[src/rtl/if_stage.sv]
// Instruction-fetch stage with IF/ID pipeline register.
// Owns the PC and fetches from instruction memory over a variable-latency req/rvalid handshake.
//
// state | meaning
// ------+-------------------------------------------------------------------
// RUN   | request outstanding at pc; the response is delivered, buffered or dropped
// HOLD  | fetched word parked in buf_inst until the pipeline can advance; no request
// DRAIN | wrong-path request still in flight; wait for its rvalid, then jump to redir_pc
module if_stage #(
    parameter logic [31:0] RESET_PC = 32'h0000_0000,
    parameter logic [31:0] NOP      = 32'h0000_0013
) (
    input  logic        clk,
    input  logic        rst_n,
    input  logic        PC_EN_IF,
    input  logic        reg_FD_EN,
    input  logic        reg_FD_stall,
    input  logic        reg_FD_flush,
    input  logic        Branch_ID,
    input  logic [31:0] branch_target_ID,
    output logic        imem_req,
    output logic [31:0] imem_addr,
    input  logic        imem_rvalid,
    input  logic [31:0] imem_rdata,
    output logic [31:0] PC_IF,
    output logic [31:0] PC_ID,
    output logic [31:0] inst_ID,
    output logic        valid_ID
);

    typedef enum logic [1:0] {
        RUN   = 2'd0,
        HOLD  = 2'd1,
        DRAIN = 2'd2
    } state_t;

    state_t      state, state_nxt;
    logic [31:0] pc, pc_nxt;
    logic [31:0] buf_inst, buf_nxt;
    logic [31:0] redir_pc, redir_nxt;
    logic [31:0] pc_inc;
    logic [31:0] target;
    logic        adv;
    logic        redir;
    logic        deliver;
    logic [31:0] dlv_inst;

    assign adv    = PC_EN_IF & reg_FD_EN & ~reg_FD_stall;
    assign redir  = Branch_ID & PC_EN_IF;
    assign target = {branch_target_ID[31:2], 2'b00};
    assign pc_inc = pc + 32'd4;

    always_ff @(posedge clk or negedge rst_n) begin
        if (!rst_n) begin
            state    <= RUN;
            pc       <= RESET_PC;
            buf_inst <= NOP;
            redir_pc <= 32'h0000_0000;
        end else begin
            state    <= state_nxt;
            pc       <= pc_nxt;
            buf_inst <= buf_nxt;
            redir_pc <= redir_nxt;
        end
    end

    always_comb begin
        state_nxt = state;
        pc_nxt    = pc;
        buf_nxt   = buf_inst;
        redir_nxt = redir_pc;
        deliver   = 1'b0;
        dlv_inst  = NOP;
        case (state)
            RUN: begin
                if (imem_rvalid) begin
                    if (redir) begin
                        pc_nxt = target;
                    end else if (adv) begin
                        deliver  = 1'b1;
                        dlv_inst = imem_rdata;
                        pc_nxt   = pc_inc;
                    end else begin
                        buf_nxt   = imem_rdata;
                        state_nxt = HOLD;
                    end
                end else if (redir) begin
                    redir_nxt = target;
                    state_nxt = DRAIN;
                end
            end
            HOLD: begin
                if (redir) begin
                    buf_nxt   = NOP;
                    pc_nxt    = target;
                    state_nxt = RUN;
                end else if (adv) begin
                    deliver   = 1'b1;
                    dlv_inst  = buf_inst;
                    pc_nxt    = pc_inc;
                    state_nxt = RUN;
                end
            end
            DRAIN: begin
                // A redirect arriving with the draining rvalid is the newest one, so it wins.
                if (imem_rvalid) begin
                    pc_nxt    = redir ? target : redir_pc;
                    state_nxt = RUN;
                end else if (redir) begin
                    redir_nxt = target;
                end
            end
            default: begin
                state_nxt = RUN;
                pc_nxt    = RESET_PC;
            end
        endcase
    end

    always_ff @(posedge clk or negedge rst_n) begin
        if (!rst_n) begin
            PC_ID    <= 32'h0000_0000;
            inst_ID  <= NOP;
            valid_ID <= 1'b0;
        end else if (reg_FD_flush) begin
            PC_ID    <= 32'h0000_0000;
            inst_ID  <= NOP;
            valid_ID <= 1'b0;
        end else if (reg_FD_stall || !reg_FD_EN) begin
            PC_ID    <= PC_ID;
            inst_ID  <= inst_ID;
            valid_ID <= valid_ID;
        end else if (deliver) begin
            PC_ID    <= pc;
            inst_ID  <= dlv_inst;
            valid_ID <= 1'b1;
        end else begin
            PC_ID    <= 32'h0000_0000;
            inst_ID  <= NOP;
            valid_ID <= 1'b0;
        end
    end

    // Gated by rst_n so a request never appears while reset is held.
    assign imem_req  = rst_n & (state != HOLD);
    assign imem_addr = pc;
    assign PC_IF     = pc;

endmodule

[config.mk]
export PLATFORM = sky130hd
export DESIGN_NAME = if_stage
export DESIGN_NICKNAME = d
export VERILOG_FILES = /design/src/rtl/if_stage.sv
export SDC_FILE = /design/constraint.sdc
export NUM_CORES = 1
export LEC_CHECK = 0
export CAP_MARGIN = 20
export CORE_ASPECT_RATIO = 0.7
export CORE_UTILIZATION = 45
export CTS_CLUSTER_DIAMETER = 80
export DETAILED_ROUTE_END_ITERATION = 8
export PLACE_DENSITY_LB_ADDON = 0.2
export SLEW_MARGIN = 20
export SYNTH_ARGS = -nofsm -noshare
export SYNTH_HDL_FRONTEND = slang
export SYNTH_SLANG_ARGS = --single-unit
[constraint.sdc]
create_clock -name clk -period 2.05 [get_ports clk]
set_clock_uncertainty 0.2 [all_clocks]
set_input_delay 0.205 -clock clk [delete_from_list [all_inputs] [get_ports clk]]
set_output_delay 0.205 -clock clk [all_outputs]
set_load 0.005 [all_outputs]
## Word level (Yosys, flattened, before mapping)

Cells that the tools add are included.

| cells by class | value |
|---|---|
| reductions and logical operators | 9 |
| add/sub/neg operators | 1 |
| multiplexer cells | 38 |
| bitwise gates (word level) | 6 |
| equal/unequal tests | 13 |

Operators with widths:

| kind | number |
|---|---|
| $mux 32 | 20 |
| $pmux 32 s2 | 2 |
| $pmux 32 s3 | 1 |
| $add 32x3->32 const B | 1 |
| $mux 2 | 7 |
| $ne 2x2->1 const B | 6 |
| $ne 3x3->1 const B | 4 |
| $reduce_and 5->1 | 2 |
| $mux 1 | 6 |
| $pmux 2 s3 | 1 |
| $and 1x1->1 | 4 |
| $reduce_and 2->1 | 2 |
| $eq 2x1->1 const B | 1 |
| $eq 2x2->1 const B | 1 |
| $logic_not 2->1 | 1 |
| $ne 2x1->1 const B | 1 |
| $not 1->1 | 2 |
| $pmux 1 s2 | 1 |
| $reduce_bool 2->1 | 1 |
| $reduce_or 2->1 | 1 |
| $logic_not 1->1 | 1 |
| $logic_or 1x1->1 | 1 |

| storage, ports and cells | value |
|---|---|
| output and inout port bits | 130 |
| bits of input ports | 72 |
| register bits | 163 |
| logic and storage cells | 74 |

## Longest topological paths before layout

| depth | value |
|---|---|
| depth in word-level cells | 9 |
| gate-level depth with buffers | 8 |
| mapped depth without buffers | 6 |

## Least setup slack after synthesis

No wires, ideal clock.

| timing path | value |
|---|---|
| path kind | register -> register |
| start point | reg pc[10] (netlist: PC_IF[10]) |
| end point | reg pc[31] (netlist: PC_IF[31]) |
| library setup time | 131 ps |
| path buffers | 2 |
| setup slack | -49 ps |
| stages on the path, launching flop included | 8 |
| period minus slack after synthesis | 2,099 ps |
| data required time | 1,719 ps |
| arrival time | 1,768 ps |
| cells stage by stage | dfrtp_1 -> buf_2 -> nand4_4 -> nor4_4 -> buf_6 -> nand4_4 -> o211ai_2 -> or3b_1 |

| between the ends | value |
|---|---|
| longest elaborated chain between the ends | 5 |

RTL lines:

| what | line | RTL |
|---|---|---|
| start, declared | 38 | `logic [31:0] pc, pc_nxt;` |
| start signal, assigned | 61 | `pc <= pc_nxt;` |
| $add 32x3->32 * | 51 | `assign pc_inc = pc + 32'd4;` |
| $mux 32 * | 79, 97 |  |
| $mux 32 * | 77 | `if (redir) begin` |
| $mux 32 | 76 | `if (imem_rvalid) begin` |
| $pmux 32 s3 * | 74 | `case (state)` |

Mark *: on every way between the ends. The rest lies on a longest branch, timed or not. The select of a mux whose other input is x is not followed.
A chain may end at the register's enable or synchronous reset.

## Final worst setup path

| timing path | value |
|---|---|
| start point | reg state[1] |
| end point | reg pc[7] (netlist: PC_IF[7]) |

| between the ends | value |
|---|---|
| longest elaborated chain between the ends | 3 |
| elaborated cells on any way between the ends | 7 |
| classes of those cells | eq/ne: 4; mux: 1; reduce/logical: 2 |

RTL lines:

| what | line | RTL |
|---|---|---|
| start, declared | 37 | `state_t state, state_nxt;` |
| start signal, assigned | 60 | `state <= state_nxt;` |
| $eq 2x2->1 or $logic_not 2->1 (tied branches) | 74 |  |
| $ne 2x2->1 (no source line) | -- |  |
| $reduce_and 2->1 (no source line) | -- |  |

Parallel ways exist; a longest one is shown, timed or not.

==> impl_metrics.yaml <==
sta:
  drv_slew: 0
  tightestPinTransition_ns: 1.06
  hold_violations: 0
  finalCritPeriodShare_pct: 99.4
  hold_ws_ns: 0.147
  finalSetupViolations: 0
  timing.slew.headroom_pct: 29.6
  rsz0062_at_grt: "yes"
  fmax_mhz: 491
  fin_crit_ns: 2.04
pwr:
  p_total_mw: 10.3
  p_leak_nw: 4.93
  vdd_drop_max_uv: 569
  p_per_area_nw_per_um2: 888
floorplanning:
  initial_core_util_pct: 46.6
  dieHeight_um: 114
  die_w_um: 162
  die_area_um2: 18500
  rows: 40
  pin_count: 202
  core-area_um2: 17400
placement:
  port_buffers: 199
  gp_congestion: 0.954
  dpl.hpwl_um: 17400
  dpl_cell_area_um2: 10900
final_layout:
  drive_gt1_share_pct: 20.8
  layout_commonest_cell: "clkdlybuf4s50_1"
  nFillCells: 1357
  final_core_util_pct: 66.7
  synthToLayoutAreaGrowth_pct: 43.1
  fin_nets: 1112
  fin_area_um2: 11600
  antennaDiodeCount: 0
  final_cell_mix: "clkdlybuf4s50_1 (197), dfrtp_1 (153), buf_4 (101)"
detailed_routing:
  dr.pass1.iters: 6
  first_iter_violations: 691
  via_per_inst: 5.64
  route.detailed.drc: 0
  vias: 7242
  wirelength_um: 24600
  antenna_left: 0
  wl_per_cell_um: 19.2
setup_path:
  setup.worst_path.start: "state[1]"
  timing.rr.start: "state[1]"
  start_kind: "flip-flop"
  cp.required_ns: 2.13
  crit_cells: 7
  crit_buf_inv: 4
  worstRegToRegCells: 7
  slowest_stage: "a2111oi_0"
  cp_common_cell: "buf_4"
  cp-end-kind: "flip-flop"
  critPathArrivalTime_ns: 2.12
  ff2ff_setup_slack_ns: 0.01
  crit_type: "flip-flop to flip-flop"
  crit_family: "buffers and inverters"
  r2r_end: "PC_IF[7]"
  cp-endpoint: "PC_IF[7]"
  slowest_delay_ns: 0.49
  crit_chain: "buf_4, buf_4, nor2_2, buf_4, buf_4, a2111oi_0, a211oi_1"
  crit_fanout: 8
clock_network:
  htree_levels: 4
  clk_pin_slew_ns: 0.07
  worstSkewPairLatency_ns: 0.43
  cts_made_buffers: 17
  clock-root-buffer: "clkbuf_16"
  cts_tree: "built"
  clock_sinks: 163
  clockBufferDepth: 2
logic_synthesis:
  synth_top_family_by_area: "compound AO/OA/AOI/OAI gates"
  syn_area_per_cell_um2: 10.2
  yosysUniqueCellTypes: 60
  synth_edf_count: 0
  synth-compound-area-share_pct: 21.5
  ys_seq_area_share_pct: 50.4
  synthCells: 794
  syn-num-nets: 867
  async_flop_share_pct: 100
  synth_simple_gate_area_share_pct: 11.6
  ys_warn_count: 0
  synth-adder-area-share_pct: 0.154
  syn_area_um2: 8100
  yosys.area_share.xor_xnor_pct: 0
  synth_seq_cells: 163
  yosys-mux-area-fraction_pct: 8.25
  synth_flop_cell: "dfrtp_1"
global_routing:
  grt_pass1_wl_um: 38700
  antenna_found_initial: 0
  grt_max_degree: 164
  grt-ovfl-total: 0
  grt_usage_pct: 27.4
  grt_pass1_vias: 6848
flow_run:
  drv_cap: 0
run_status:
  outcome: "completed"
min_path:
  hp-class: "input port to flip-flop"
how the worst min path moves through the flow:
| stage | from | depth (start not counted) | end | slack, ns |
|---|---|---|---|---|
| 6_report | imem_rdata[16] | 3 | buf_inst[16] | 0.15 |
| 5_1_grt | imem_rdata[11] | 3 | buf_inst[11] | 0.15 |
| 4_1_cts | imem_rdata[16] | 3 | buf_inst[16] | 0.14 |
| 3_5_place_dp | rst_n | 2 | redir_pc[5] | 0.26 |
| 3_3_place_gp | buf_inst[0] | 2 | buf_inst[0] | 0.25 |
| 2_1_floorplan | rst_n | 0 | PC_ID[0] | -0.29 |
metrics by stage:
stage	instances	TNS [ns]	setup slack (ns)
2_1_floorplan	794	0	0.0109
3_3_place_gp	1245	-17.86	-0.196
3_5_place_dp	1245	-23.10	-0.273
4_1_cts	1280	0	0.00480
5_1_grt	1283	-0.0664	-0.0301
6_report	1283	0	0.0131
layer usage:
layer / GRT usage [%] / routed length, µm / up-vias
met1: 43.2 / 11800 / 3542
met3: 6.99 / 2300 / 25
met2: 36.7 / 10200 / 323
met5: 0 / 0 / -
li1: - / - / 3352
met4: 6.98 / 290 / 0
flip-flops by register name, summed over array words and instances, names as in the netlist:
register,flops
PC_ID,32
state,2
buf_inst,32
PC_IF,32
valid_ID,1
inst_ID,32
redir_pc,32
repair_timing:
| action | 4_1_cts | 5_1_grt |
|---|---|---|
| cloned | 0 | 1 |
| buffers inserted | 2 | 2 |
| gates resized for setup | 4 | 23 |
| hold buffers | 1 | 0 |
| setup endpoints to repair | 6 | 22 |
| pin swaps | 1 | 2 |
| endpoints found under the hold margin | 157 | 0 |
cell usage after synthesis (all sizes together), types with 2 or more instances:
library cell | instances | share of area (%)
nand3 | 16 | 1.1
a211oi | 4 | 0.37
a22o | 26 | 2.8
inv | 40 | 1.9
a41oi | 4 | 0.43
o311ai | 3 | 0.32
o31ai | 2 | 0.25
a21oi | 17 | 1.1
and3 | 5 | 0.40
o2bb2ai | 17 | 1.8
o22ai | 5 | 0.39
o21ai | 70 | 4.3
or2 | 2 | 0.15
nand2b | 3 | 0.23
o221ai | 2 | 0.22
nand4 | 7 | 0.91
nor2b | 6 | 0.46
o22a | 3 | 0.32
nor3 | 6 | 0.43
a2bb2oi | 13 | 1.4
or3 | 2 | 0.15
o31a | 3 | 0.32
a31oi | 13 | 1.0
a22oi | 58 | 5.4
nor2 | 32 | 1.5
nand2 | 91 | 4.2
a221oi | 2 | 0.22
mux2i | 33 | 4.1
o21a | 2 | 0.19
buf | 58 | 4.7
nor4 | 7 | 1.2
mux2 | 30 | 4.2
clkbuf | 32 | 1.5
and2 | 5 | 0.39
dfstp | 6 | 1.9
dfrtp | 157 | 49
power by group:
group	internal [mW]	switching, mW
clock	1.63	1.51
sequential	3.76	0.377
combinational	1.61	1.40
area by class of cell:
type	count	area, µm²	area share, %
Inverter	40	150	1.30
Clock buffer	17	425	3.67
Multi-Input combinational cell	501	3460	29.8
Timing Repair Buffer	316	3020	26.0
Tap cell	231	289	2.49
Clock inverter	15	159	1.37
Sequential cell	163	4090	35.3
logic make-up after synthesis:
kind of cell,Yosys count
adder cells (fa/ha/maj),1
buffers and inverters,130
flip-flops,163
AND/OR/NAND/NOR,187
AO/OA/AOI/OAI,250
multiplexers,63
worst min-delay path: stages:
cell and delay, ns:
clkdlybuf4s50_1 0.41, nand2_1 0.06, mux2i_1 0.06
(Power assumes the default switching activity.)
